### src/rtl/lsu_pkg.sv
// rtl/lsu_pkg.sv - shared encodings and helpers for the load/store unit
// Holds the Store/Load size codes shared with the main decoder, fault codes,
// FSM state encoding and the size/byte-enable helpers.
package lsu_pkg;

  localparam logic [1:0] ST_B  = 2'b00;
  localparam logic [1:0] ST_H  = 2'b01;
  localparam logic [1:0] ST_W  = 2'b10;

  localparam logic [2:0] LD_B  = 3'b000;
  localparam logic [2:0] LD_H  = 3'b001;
  localparam logic [2:0] LD_W  = 3'b010;
  localparam logic [2:0] LD_BU = 3'b100;
  localparam logic [2:0] LD_HU = 3'b101;

  localparam logic [1:0] FAULT_NONE     = 2'b00;
  localparam logic [1:0] FAULT_MISALIGN = 2'b01;
  localparam logic [1:0] FAULT_ILLEGAL  = 2'b10;
  localparam logic [1:0] FAULT_TIMEOUT  = 2'b11;

  typedef enum logic [1:0] {
    S_IDLE = 2'b00,
    S_REQ  = 2'b01,
    S_DONE = 2'b10
  } state_t;

  // Access width class; SZ_BAD marks an unlisted size code.
  typedef enum logic [1:0] {
    SZ_B   = 2'b00,
    SZ_H   = 2'b01,
    SZ_W   = 2'b10,
    SZ_BAD = 2'b11
  } size_t;

  function automatic size_t store_size(input logic [1:0] st);
    case (st)
      ST_B:    return SZ_B;
      ST_H:    return SZ_H;
      ST_W:    return SZ_W;
      default: return SZ_BAD;
    endcase
  endfunction

  function automatic size_t load_size(input logic [2:0] ld);
    case (ld)
      LD_B, LD_BU: return SZ_B;
      LD_H, LD_HU: return SZ_H;
      LD_W:        return SZ_W;
      default:     return SZ_BAD;
    endcase
  endfunction

  function automatic logic [3:0] byte_en(input size_t sz, input logic [1:0] off);
    case (sz)
      SZ_B:    return 4'b0001 << off;
      SZ_H:    return 4'b0011 << off;
      SZ_W:    return 4'b1111;
      default: return 4'b0000;
    endcase
  endfunction

endpackage

### src/rtl/lsu_mem_ctrl_if.sv
// rtl/lsu_mem_ctrl_if.sv - data-memory bus between the LSU and memory
// master: mem_req, mem_we, mem_addr, mem_be, mem_wdata out; mem_ready, mem_rdata in
// slave : the mirror image, used by the memory model
interface lsu_mem_ctrl_if #(
  parameter int ADDR_W = 32
);
  logic              mem_req;
  logic              mem_we;
  logic [ADDR_W-1:0] mem_addr;
  logic [3:0]        mem_be;
  logic [31:0]       mem_wdata;
  logic              mem_ready;
  logic [31:0]       mem_rdata;

  modport master (
    output mem_req, mem_we, mem_addr, mem_be, mem_wdata,
    input  mem_ready, mem_rdata
  );

  modport slave (
    input  mem_req, mem_we, mem_addr, mem_be, mem_wdata,
    output mem_ready, mem_rdata
  );
endinterface

### src/rtl/lsu_load_align.sv
// rtl/lsu_load_align.sv - shifts and extends bus read data for a load
// mem_rdata_i : raw 32-bit bus word
// offset_i    : byte offset inside the word
// load_code_i : Load size code (lb/lh/lw/lbu/lhu)
// rdata_o     : aligned, sign/zero-extended result; 0 for unlisted codes
module lsu_load_align
  import lsu_pkg::*;
(
  input  logic [31:0] mem_rdata_i,
  input  logic [1:0]  offset_i,
  input  logic [2:0]  load_code_i,
  output logic [31:0] rdata_o
);

  logic [31:0] shifted;

  assign shifted = mem_rdata_i >> {offset_i, 3'b000};

  always_comb begin
    rdata_o = 32'h0;
    case (load_code_i)
      LD_B:    rdata_o = {{24{shifted[7]}}, shifted[7:0]};
      LD_H:    rdata_o = {{16{shifted[15]}}, shifted[15:0]};
      LD_W:    rdata_o = shifted;
      LD_BU:   rdata_o = {24'h0, shifted[7:0]};
      LD_HU:   rdata_o = {16'h0, shifted[15:0]};
      default: rdata_o = 32'h0;
    endcase
  end

endmodule

### src/rtl/lsu_mem_ctrl.sv
// rtl/lsu_mem_ctrl.sv - load/store unit between execute and the data-memory bus
// clk, reset_n       : clock, asynchronous active-low reset
// start              : memory op valid, held by the core while stall=1
// is_store/Store/Load: op direction and size codes from the decoder
// addr, wdata        : byte address and store data
// stall              : freeze pipeline while an op is accepted or in flight
// done               : one-cycle completion pulse; rdata_out/fault_cause valid with it
// bus                : data-memory request/ready bus (master side)
module lsu_mem_ctrl
  import lsu_pkg::*;
#(
  parameter int ADDR_W  = 32,
  parameter int TIMEOUT = 255
) (
  input  logic              clk,
  input  logic              reset_n,
  input  logic              start,
  input  logic              is_store,
  input  logic [1:0]        Store,
  input  logic [2:0]        Load,
  input  logic [ADDR_W-1:0] addr,
  input  logic [31:0]       wdata,
  output logic              stall,
  output logic              done,
  output logic [31:0]       rdata_out,
  output logic [1:0]        fault_cause,
  lsu_mem_ctrl_if.master    bus
);

  // Counter only has to reach TIMEOUT, so it can never wrap.
  localparam int CNT_W = (TIMEOUT > 0) ? $clog2(TIMEOUT + 1) : 1;
  localparam logic [CNT_W:0] TO_LIMIT = (CNT_W + 1)'(TIMEOUT);

  state_t            state_q, state_d;
  logic [ADDR_W-1:0] addr_q, addr_d;
  logic              we_q, we_d;
  logic [3:0]        be_q, be_d;
  logic [31:0]       wdata_q, wdata_d;
  logic [1:0]        off_q, off_d;
  logic [2:0]        ld_q, ld_d;
  logic [CNT_W-1:0]  cnt_q, cnt_d;
  logic [31:0]       rdata_q, rdata_d;
  logic [1:0]        fault_q, fault_d;

  size_t             sz;
  logic              illegal;
  logic              misaligned;
  logic [31:0]       wdata_rep;
  logic [CNT_W:0]    cnt_inc;
  logic [31:0]       load_ext;

  assign sz         = is_store ? store_size(Store) : load_size(Load);
  assign illegal    = (sz == SZ_BAD);
  assign misaligned = ((sz == SZ_H) && addr[0]) ||
                      ((sz == SZ_W) && (addr[1:0] != 2'b00));
  assign cnt_inc    = {1'b0, cnt_q} + 1'b1;

  always_comb begin
    wdata_rep = wdata;
    case (sz)
      SZ_B:    wdata_rep = {4{wdata[7:0]}};
      SZ_H:    wdata_rep = {2{wdata[15:0]}};
      default: wdata_rep = wdata;
    endcase
  end

  lsu_load_align u_align (
    .mem_rdata_i (bus.mem_rdata),
    .offset_i    (off_q),
    .load_code_i (ld_q),
    .rdata_o     (load_ext)
  );

  always_comb begin
    state_d = state_q;
    addr_d  = addr_q;
    we_d    = we_q;
    be_d    = be_q;
    wdata_d = wdata_q;
    off_d   = off_q;
    ld_d    = ld_q;
    cnt_d   = cnt_q;
    rdata_d = rdata_q;
    fault_d = fault_q;

    case (state_q)
      S_IDLE: begin
        // mem_ready is deliberately ignored here.
        if (start) begin
          rdata_d = 32'h0;
          if (illegal) begin
            fault_d = FAULT_ILLEGAL;
            state_d = S_DONE;
          end else if (misaligned) begin
            fault_d = FAULT_MISALIGN;
            state_d = S_DONE;
          end else begin
            addr_d  = {addr[ADDR_W-1:2], 2'b00};
            we_d    = is_store;
            be_d    = byte_en(sz, addr[1:0]);
            wdata_d = is_store ? wdata_rep : 32'h0;
            off_d   = addr[1:0];
            ld_d    = Load;
            cnt_d   = '0;
            state_d = S_REQ;
          end
        end
      end

      S_REQ: begin
        if (bus.mem_ready) begin
          rdata_d = we_q ? 32'h0 : load_ext;
          fault_d = FAULT_NONE;
          state_d = S_DONE;
        end else if (TIMEOUT != 0) begin
          cnt_d = cnt_inc[CNT_W-1:0];
          // cnt_inc == TIMEOUT means this is the TIMEOUT-th cycle with mem_req high.
          if (cnt_inc == TO_LIMIT) begin
            rdata_d = 32'h0;
            fault_d = FAULT_TIMEOUT;
            state_d = S_DONE;
          end
        end
      end

      S_DONE: begin
        // start is not looked at; results are cleared after their one valid cycle.
        rdata_d = 32'h0;
        fault_d = FAULT_NONE;
        state_d = S_IDLE;
      end

      default: state_d = S_IDLE;
    endcase
  end

  always_ff @(posedge clk or negedge reset_n) begin
    if (!reset_n) begin
      state_q <= S_IDLE;
      addr_q  <= '0;
      we_q    <= 1'b0;
      be_q    <= 4'h0;
      wdata_q <= 32'h0;
      off_q   <= 2'b00;
      ld_q    <= 3'b000;
      cnt_q   <= '0;
      rdata_q <= 32'h0;
      fault_q <= 2'b00;
    end else begin
      state_q <= state_d;
      addr_q  <= addr_d;
      we_q    <= we_d;
      be_q    <= be_d;
      wdata_q <= wdata_d;
      off_q   <= off_d;
      ld_q    <= ld_d;
      cnt_q   <= cnt_d;
      rdata_q <= rdata_d;
      fault_q <= fault_d;
    end
  end

  // reset_n gates stall so it drops at once even if the core still holds start.
  assign stall         = reset_n && (((state_q == S_IDLE) && start) || (state_q == S_REQ));
  assign done          = (state_q == S_DONE);
  assign rdata_out     = rdata_q;
  assign fault_cause   = fault_q;
  assign bus.mem_req   = (state_q == S_REQ);
  assign bus.mem_we    = we_q;
  assign bus.mem_addr  = addr_q;
  assign bus.mem_be    = be_q;
  assign bus.mem_wdata = wdata_q;

endmodule

### src/flat_wrapper.sv
// flat-port wrapper written by rule: the top's interface ports become plain ports
module lsu_mem_ctrl_flat import lsu_pkg::*;
#(
  parameter int ADDR_W  = 32,
  parameter int TIMEOUT = 255
)
  (clk, reset_n, start, is_store, Store, Load, addr, wdata, stall, done, rdata_out, fault_cause, bus_mem_req, bus_mem_we, bus_mem_addr, bus_mem_be, bus_mem_wdata, bus_mem_ready, bus_mem_rdata);
  lsu_mem_ctrl_if #(.ADDR_W(ADDR_W)) bus_i ();
  input  logic clk;
  input  logic reset_n;
  input  logic start;
  input  logic is_store;
  input  logic [1:0] Store;
  input  logic [2:0] Load;
  input  logic [ADDR_W-1:0] addr;
  input  logic [31:0] wdata;
  output logic stall;
  output logic done;
  output logic [31:0] rdata_out;
  output logic [1:0] fault_cause;
  output wire logic [$bits(bus_i.mem_req)-1:0] bus_mem_req;
  output wire logic [$bits(bus_i.mem_we)-1:0] bus_mem_we;
  output wire logic [$bits(bus_i.mem_addr)-1:0] bus_mem_addr;
  output wire logic [$bits(bus_i.mem_be)-1:0] bus_mem_be;
  output wire logic [$bits(bus_i.mem_wdata)-1:0] bus_mem_wdata;
  input wire logic [$bits(bus_i.mem_ready)-1:0] bus_mem_ready;
  input wire logic [$bits(bus_i.mem_rdata)-1:0] bus_mem_rdata;
  assign bus_mem_req = bus_i.mem_req;
  assign bus_mem_we = bus_i.mem_we;
  assign bus_mem_addr = bus_i.mem_addr;
  assign bus_mem_be = bus_i.mem_be;
  assign bus_mem_wdata = bus_i.mem_wdata;
  assign bus_i.mem_ready = bus_mem_ready;
  assign bus_i.mem_rdata = bus_mem_rdata;
  lsu_mem_ctrl #(.ADDR_W(ADDR_W), .TIMEOUT(TIMEOUT)) u_core (.clk(clk), .reset_n(reset_n), .start(start), .is_store(is_store), .Store(Store), .Load(Load), .addr(addr), .wdata(wdata), .stall(stall), .done(done), .rdata_out(rdata_out), .fault_cause(fault_cause), .bus(bus_i));
endmodule
### config.mk
export PLATFORM = sky130hd
export DESIGN_NAME = lsu_mem_ctrl_flat
export DESIGN_NICKNAME = d
export VERILOG_FILES = /design/src/rtl/lsu_pkg.sv /design/src/rtl/lsu_mem_ctrl_if.sv /design/src/rtl/lsu_load_align.sv /design/src/rtl/lsu_mem_ctrl.sv /design/src/flat_wrapper.sv
export SDC_FILE = /design/constraint.sdc
export NUM_CORES = 1
export LEC_CHECK = 0
export CAP_MARGIN = 20
export CORE_ASPECT_RATIO = 1.1
export CORE_MARGIN = 2
export CORE_UTILIZATION = 45
export CTS_CLUSTER_DIAMETER = 200
export DETAILED_ROUTE_END_ITERATION = 8
export PLACE_DENSITY = 0.9
export SLEW_MARGIN = 10
export SYNTH_ARGS = -nofsm -noshare
export SYNTH_HDL_FRONTEND = slang
export SYNTH_SLANG_ARGS = --single-unit
### constraint.sdc
create_clock -name clk -period 6.5 [get_ports clk]
set_clock_uncertainty 0.15 [all_clocks]
set_input_delay 0.975 -clock clk [delete_from_list [all_inputs] [get_ports clk]]
set_output_delay 0.975 -clock clk [all_outputs]
set_load 0.01 [all_outputs]
* Word level (Yosys, flattened, before mapping)
Cells that the tools add are included.
** Cells by class
- Add/sub/neg operators :: 1
- Multipliers :: 0
- Divide/modulo/power cells :: 0
- Order comparisons :: 0
- Equal/unequal tests :: 22
- Shift operators :: 3
- Muxes and demuxes :: 29
- Bitwise logic cells :: 2
- Reduce and logical (&&, ||, !) cells :: 21
** Operator list (number)
- $mux W32 :: 5
- $pmux W32 S5 :: 1
- $pmux W32 S3 :: 1
- $pmux W32 S2 :: 1
- $mux W8 :: 4
- $shr A32 B5 Y32 :: 1
- $mux W2 :: 11
- $pmux W2 S3 :: 3
- $pmux W8 S2 :: 1
- $eq A3 B3 Y1 const B :: 4
- $pmux W4 S3 :: 1
- $add A8 B1 Y9 const B :: 1
- $eq A9 B8 Y1 const B :: 1
- $eq A2 B2 Y1 const B :: 4
- $ne A2 B2 Y1 const B :: 4
- $reduce_and A4 Y1 :: 2
- $eq A2 B1 Y1 const B :: 3
- $eq A3 B1 Y1 const B :: 2
- $eq A3 B2 Y1 const B :: 2
- $logic_not A2 Y1 :: 3
- $logic_not A3 Y1 :: 2
- $ne A3 B1 Y1 const B :: 2
- $reduce_and A5 Y1 :: 1
- $logic_and A1 B1 Y1 :: 4
- other kinds (10) :: 14
** Word-level totals
- Flip-flop bits (word level) :: 116
- Bits in latches :: 0
- Bits in writable memories :: 0
- Bits in read-only memories :: 0
- Bits of input ports :: 106
- Output and inout bits :: 106
- Logic and storage cells :: 88
- Memories :: 0

* Longest topological paths before layout
- Depth in word-level cells :: 11
- Gate-level depth with buffers :: 9
- Mapped depth without buffers :: 7

* Modules after synthesis
A second synthesis with hierarchy kept.
** Second synthesis, totals
- Cells, all modules :: 596
- Area, all modules :: 6172.2 um2
** Modules (own cells, without submodules)
- lsu_mem_ctrl :: instances 1, cells each 487, area an instance 5368.9 um2, seq. area each 2902.8 um2
- lsu_load_align :: instances 1, cells each 109, area an instance 803.3 um2, seq. area each 0.0 um2

* Worst setup path after synthesis
Ideal clock, no wire load.
- Kind :: in2reg
- Start :: in is_store
- End :: reg u_core.addr_q[28], in the netlist u_core.bus.mem_addr[28]
- Setup time :: 0.125 ns
- Data arrival time :: 2.435 ns
- Required time :: 6.225 ns
- Slack :: 3.790 ns
- Stages :: 8
- Path buffers :: 4
- Cell sequence :: clkbuf_2 > nand2b_1 > a32oi_1 > a21bo_2 > buf_2 > buf_2 > buf_4 > mux2_2
** On the way
- Word-level cells in the longest chain between the ends :: 6
- Elaborated cells on any way between the ends :: 10
- Those cells by class :: eq/ne (3); mux (1); bitwise (2); reduce/logical (4)
** Ends and longest elaborated chain
- start: declaration :: RTL line flat_wrapper.sv:12 : input logic is_store;
- $mux W2 * :: RTL line lsu_mem_ctrl.sv:52 : assign sz = is_store ? store_size(Store) : load_size(Load);
- $eq A2 B1 Y1 / $eq A2 B2 Y1 (equally long branches) :: RTL line lsu_mem_ctrl.sv:54, lsu_mem_ctrl.sv:55
- $logic_and A1 B1 Y1, on equally long branches :: RTL line lsu_mem_ctrl.sv:54, lsu_mem_ctrl.sv:55
- $logic_or A1 B1 Y1 :: RTL line lsu_mem_ctrl.sv:54 : assign misaligned = ((sz == SZ_H) && addr[0]) ||
- $not A1 Y1 (no line)
- $reduce_and A4 Y1 (no line) *
- end signal: assignment :: RTL line lsu_mem_ctrl.sv:151 : addr_q <= addr_d;
- end: declaration :: RTL line lsu_mem_ctrl.sv:35 : logic [ADDR_W-1:0] addr_q, addr_d;
Every way passes the cells marked *; elsewhere a longest branch is shown, timed or not.
A chain may end at the register's enable or synchronous reset.

* Worst setup path in the final report
- Start :: in Store[1]
- End :: reg u_core.addr_q[14], in the netlist u_core.bus.mem_addr[14]
** On the way
- Word-level cells in the longest chain between the ends :: 8
- Elaborated cells on any way between the ends :: 14
- Those cells by class :: eq/ne (5); mux (2); bitwise (2); reduce/logical (5)
** Ends and longest elaborated chain
- start: declaration :: RTL line flat_wrapper.sv:13 : input logic [1:0] Store;
- $eq A2 B2 Y1 (tied with other cells) :: RTL line lsu_pkg.sv:36 : case (st)
- $pmux W2 S3 * :: RTL line lsu_pkg.sv:36
- $mux W2 * :: RTL line lsu_mem_ctrl.sv:52
- $eq A2 B1 Y1 / $eq A2 B2 Y1 (equally long branches) :: RTL line lsu_mem_ctrl.sv:54, lsu_mem_ctrl.sv:55
- $logic_and A1 B1 Y1, on equally long branches :: RTL line lsu_mem_ctrl.sv:54, lsu_mem_ctrl.sv:55
- $logic_or A1 B1 Y1 :: RTL line lsu_mem_ctrl.sv:54
- $not A1 Y1 (no line)
- $reduce_and A4 Y1 (no line) *
Marks and branches as above.

==> flow_summary.toml <==
[min_path]
min-delay-path-class = "flip-flop to flip-flop"
min_from = "u_core.bus.mem_wdata[17]$_DFFE_PN0P_"

[worst_setup_path]
timing.rr.start = "u_core.state_q[0]$_DFFE_PN0P_"
slowest_stage = "clkdlybuf4s50_1"
cp-start-kind = "input pin"
end_kind = "flip-flop"
path_buf_inv = 2
max_stage_delay_ns = 1.16
cp_cell_sequence = "clkdlybuf4s50_1 > o211ai_1 > a32oi_1 > a21bo_4 > buf_4 > mux2_2"
worstSetupStartpoint = "Store[1]"
crit_path_max_fanout = 73
required_ns = 6.64
worst-setup-path-type = "input pin to flip-flop"
critPathTopFamily = "buffers and inverters"
worstPathArrival_ns = 4.20
rrSetupSlack_ns = 3.65

[synthesis]
synthAdderAreaFrac_pct = 1.241
syn-cell-area_mm2 = 0.006050
async_flop_share_pct = 100.0
seq_area_frac_synth_pct = 47.98
synth.distinct_cells = 52
synth.area.top_cells = "dfrtp_1 (48%), mux2_2 (8.4%), mux2i_1 (5.8%)"
synth.avg_cell_area_um2 = 10.24
synthMuxAreaShare_pct = 14.54
synth_top_cell_area_share_pct = 47.98
synth_compound_area_share_pct = 20.29
synth_edf_count = 0
yosysWarnings = 0
synth_cells = 591
synthFlopType = "dfrtp_1"
synthXorXnorAreaFrac_pct = 0.2896
synth_top_area_cell = "dfrtp_1"
synth_top_family_by_area = "compound AO/OA/AOI/OAI gates"
synthSimpleGateAreaFrac_pct = 10.69
yosys_register_bits = 116

[power_and_ir_drop]
cellPowerDensity_mw_per_mm2 = 430.2
p_int_mw = 2.530
p_sw_share_pct = 33.29
worst_ir_drop_vdd_v = 0.0002215
combPwrFrac_pct = 41.4
power_leakage_nw = 3.757
clkPwrFrac_pct = 27.4
pwr-share-seq_pct = 31.2
p_sw_mw = 1.263

[timing]
hold_ws_ns = 0.3231
finalHoldViolations = 0
final.setup.tns_ns = 0
drv_slew = 0
tightest_slew_ns = 1.048
period_needed_ns = 4.056
rsz0062_at_grt = "no"
fin_crit_sh_pct = 62.39
setup_viol = 0
max-slew-margin-rel_pct = 29.89
max_freq_ghz = 0.2466

[clock_tree]
cts_max_level = 4
clkTransAtPathRegs_ns = 0.05
clock_path_buffers = 2
cts_root_buf = "clkbuf_16"
cts.sinks = 116
cts_resized = 0
insertion_delay_ns = 0.42
cts_hold_buf = 0
cts_setup_buffers = 0
cts_tree = "done"
cts_buffers = 17

[floorplanning]
fp.dieArea_mm2 = 0.01439
coreArea_mm2 = 0.01316
fp-row-count = 44
die_x_um = 114.6
io_pins = 212
initial_core_util_pct = 45.98
die_h_um = 125.6

[placement]
gp_congestion = 0.8319
dpl.cell_count = 920
port_buffers = 209
dp_hpwl_mm = 12.20

[drt]
drt_first_pass_iters = 5
wire_per_inst_um = 18.17
vias_per_cell = 5.696
final_antenna_net_count = 0
drcViolationCount = 0
drt_iter0_markers = 454
dr_total_vias = 5428
wirelength_mm = 17.31

[global_route]
grt_overflow = 0
grt_pass1_vias = 5462
grt_max_degree = 74
antenna_found_initial = 0
grt_usage_pct = 24.62
grt_pass1_wl_mm = 27.46

[final_layout]
final_cell_mix = "clkdlybuf4s50_1 (208), dfrtp_1 (116), nand2_1 (68)"
layout_commonest_cell = "clkdlybuf4s50_1"
final_cells = 953
diodes = 0
n_fill_cell = 986
nets = 891
drive_gt1_share_pct = 11.49
utilization_pct = 67.00
area_growth_pct = 45.73

[job]
drv_cap = 0

[run_status]
outcome = "finished clean"
[worst paths after layout]
path | to | cells past startpoint
max | u_core.bus.mem_addr[14]$_DFFE_PN0P_ | 6
min | u_core.bus.mem_wdata[17]$_DFFE_PN0P_ | 2
max reg2reg | u_core.bus.mem_addr[14]$_DFFE_PN0P_ | 6
min reg2reg | u_core.bus.mem_wdata[17]$_DFFE_PN0P_ | 2
max in group asynchronous | u_core.rdata_out[30]$_DFFE_PN0P_ | 2
min in group asynchronous | u_core.bus.mem_addr[11]$_DFFE_PN0P_ | 1
[synthesized netlist by cell type, types with 5 or more instances]
library cell	n
inv_1	10
o21ai_0	55
buf_6	5
mux2_2	45
a21oi_1	34
nand3_1	6
a22o_1	32
o211ai_1	10
ha_1	6
nand2_1	68
dfrtp_1	116
mux2i_1	35
nand2b_1	7
nor2_1	30
o31ai_1	16
nor2b_1	11
buf_2	20
o22ai_1	9
a211oi_1	11
clkbuf_1	17
[power groups by stage]
stage          clock network (mW)  registers (mW)  logic [mW]
4_1_cts                      1.06            1.18        1.57
3_5_place_dp                    0            1.19        1.56
6_report                     1.04            1.18        1.57
3_3_place_gp                    0            1.18        1.52
5_1_grt                      1.09            1.22        1.70
2_1_floorplan                   0            1.24       0.796
[kinds of logic after synthesis]
logic type | Yosys count
xor+xnor | 2
mux | 81
simple gates | 141
fa+ha+maj | 6
buf+inv | 59
flops | 116
other cells | 1
compound gates | 185
[state kept, by name, indices dropped and copies added, names as in the netlist]
register and cells:
u_core.fault_cause 2, u_core.off_q 2, u_core.bus.mem_be 4, u_core.bus.mem_we 1, u_core.state_q 2, u_core.bus.mem_wdata 32
u_core.rdata_out 32, u_core.cnt_q 8, u_core.ld_q 3, u_core.bus.mem_addr 30
[metrics by stage]
stage | worst slack, ns | total power [mW] | area [µm²]
detailed placement | 2.024 | 2.743 | 8140
finish | 2.444 | 3.793 | 8816
CTS | 2.464 | 3.806 | 8801
global route | 2.209 | 4.014 | 8816
global placement | 2.155 | 2.700 | 8140
floorplan | 3.790 | 2.036 | 6053
[worst reg2reg max path: stages (launching register included)]
cell	delay (ns)
dfrtp_1	0.38
inv_1	0.09
ha_1	0.32
and2_1	0.26
a21bo_4	0.72
buf_4	0.41
mux2_2	0.39
[final cells by class]
type,count,area (µm²),area share (%)
clock buffer,23,488.0,5.535
inverter,11,41.29,0.4684
tap,161,201.4,2.285
clock inverter,9,172.7,1.959
multi-input combinational,417,2860,32.44
sequential,116,2903,32.93
timing repair buffer,216,2150,24.38
[routing by layer]
metal  up-vias  share of wire (%)  track usage (%)
met5         -                  0                0
met4         0                3.7            12.63
met3        49                8.5            7.465
met2       264                 48            39.82
met1      2607                 39            29.46
li1       2508                  -                -
Note: power is estimated with default switching activity, not from simulation.
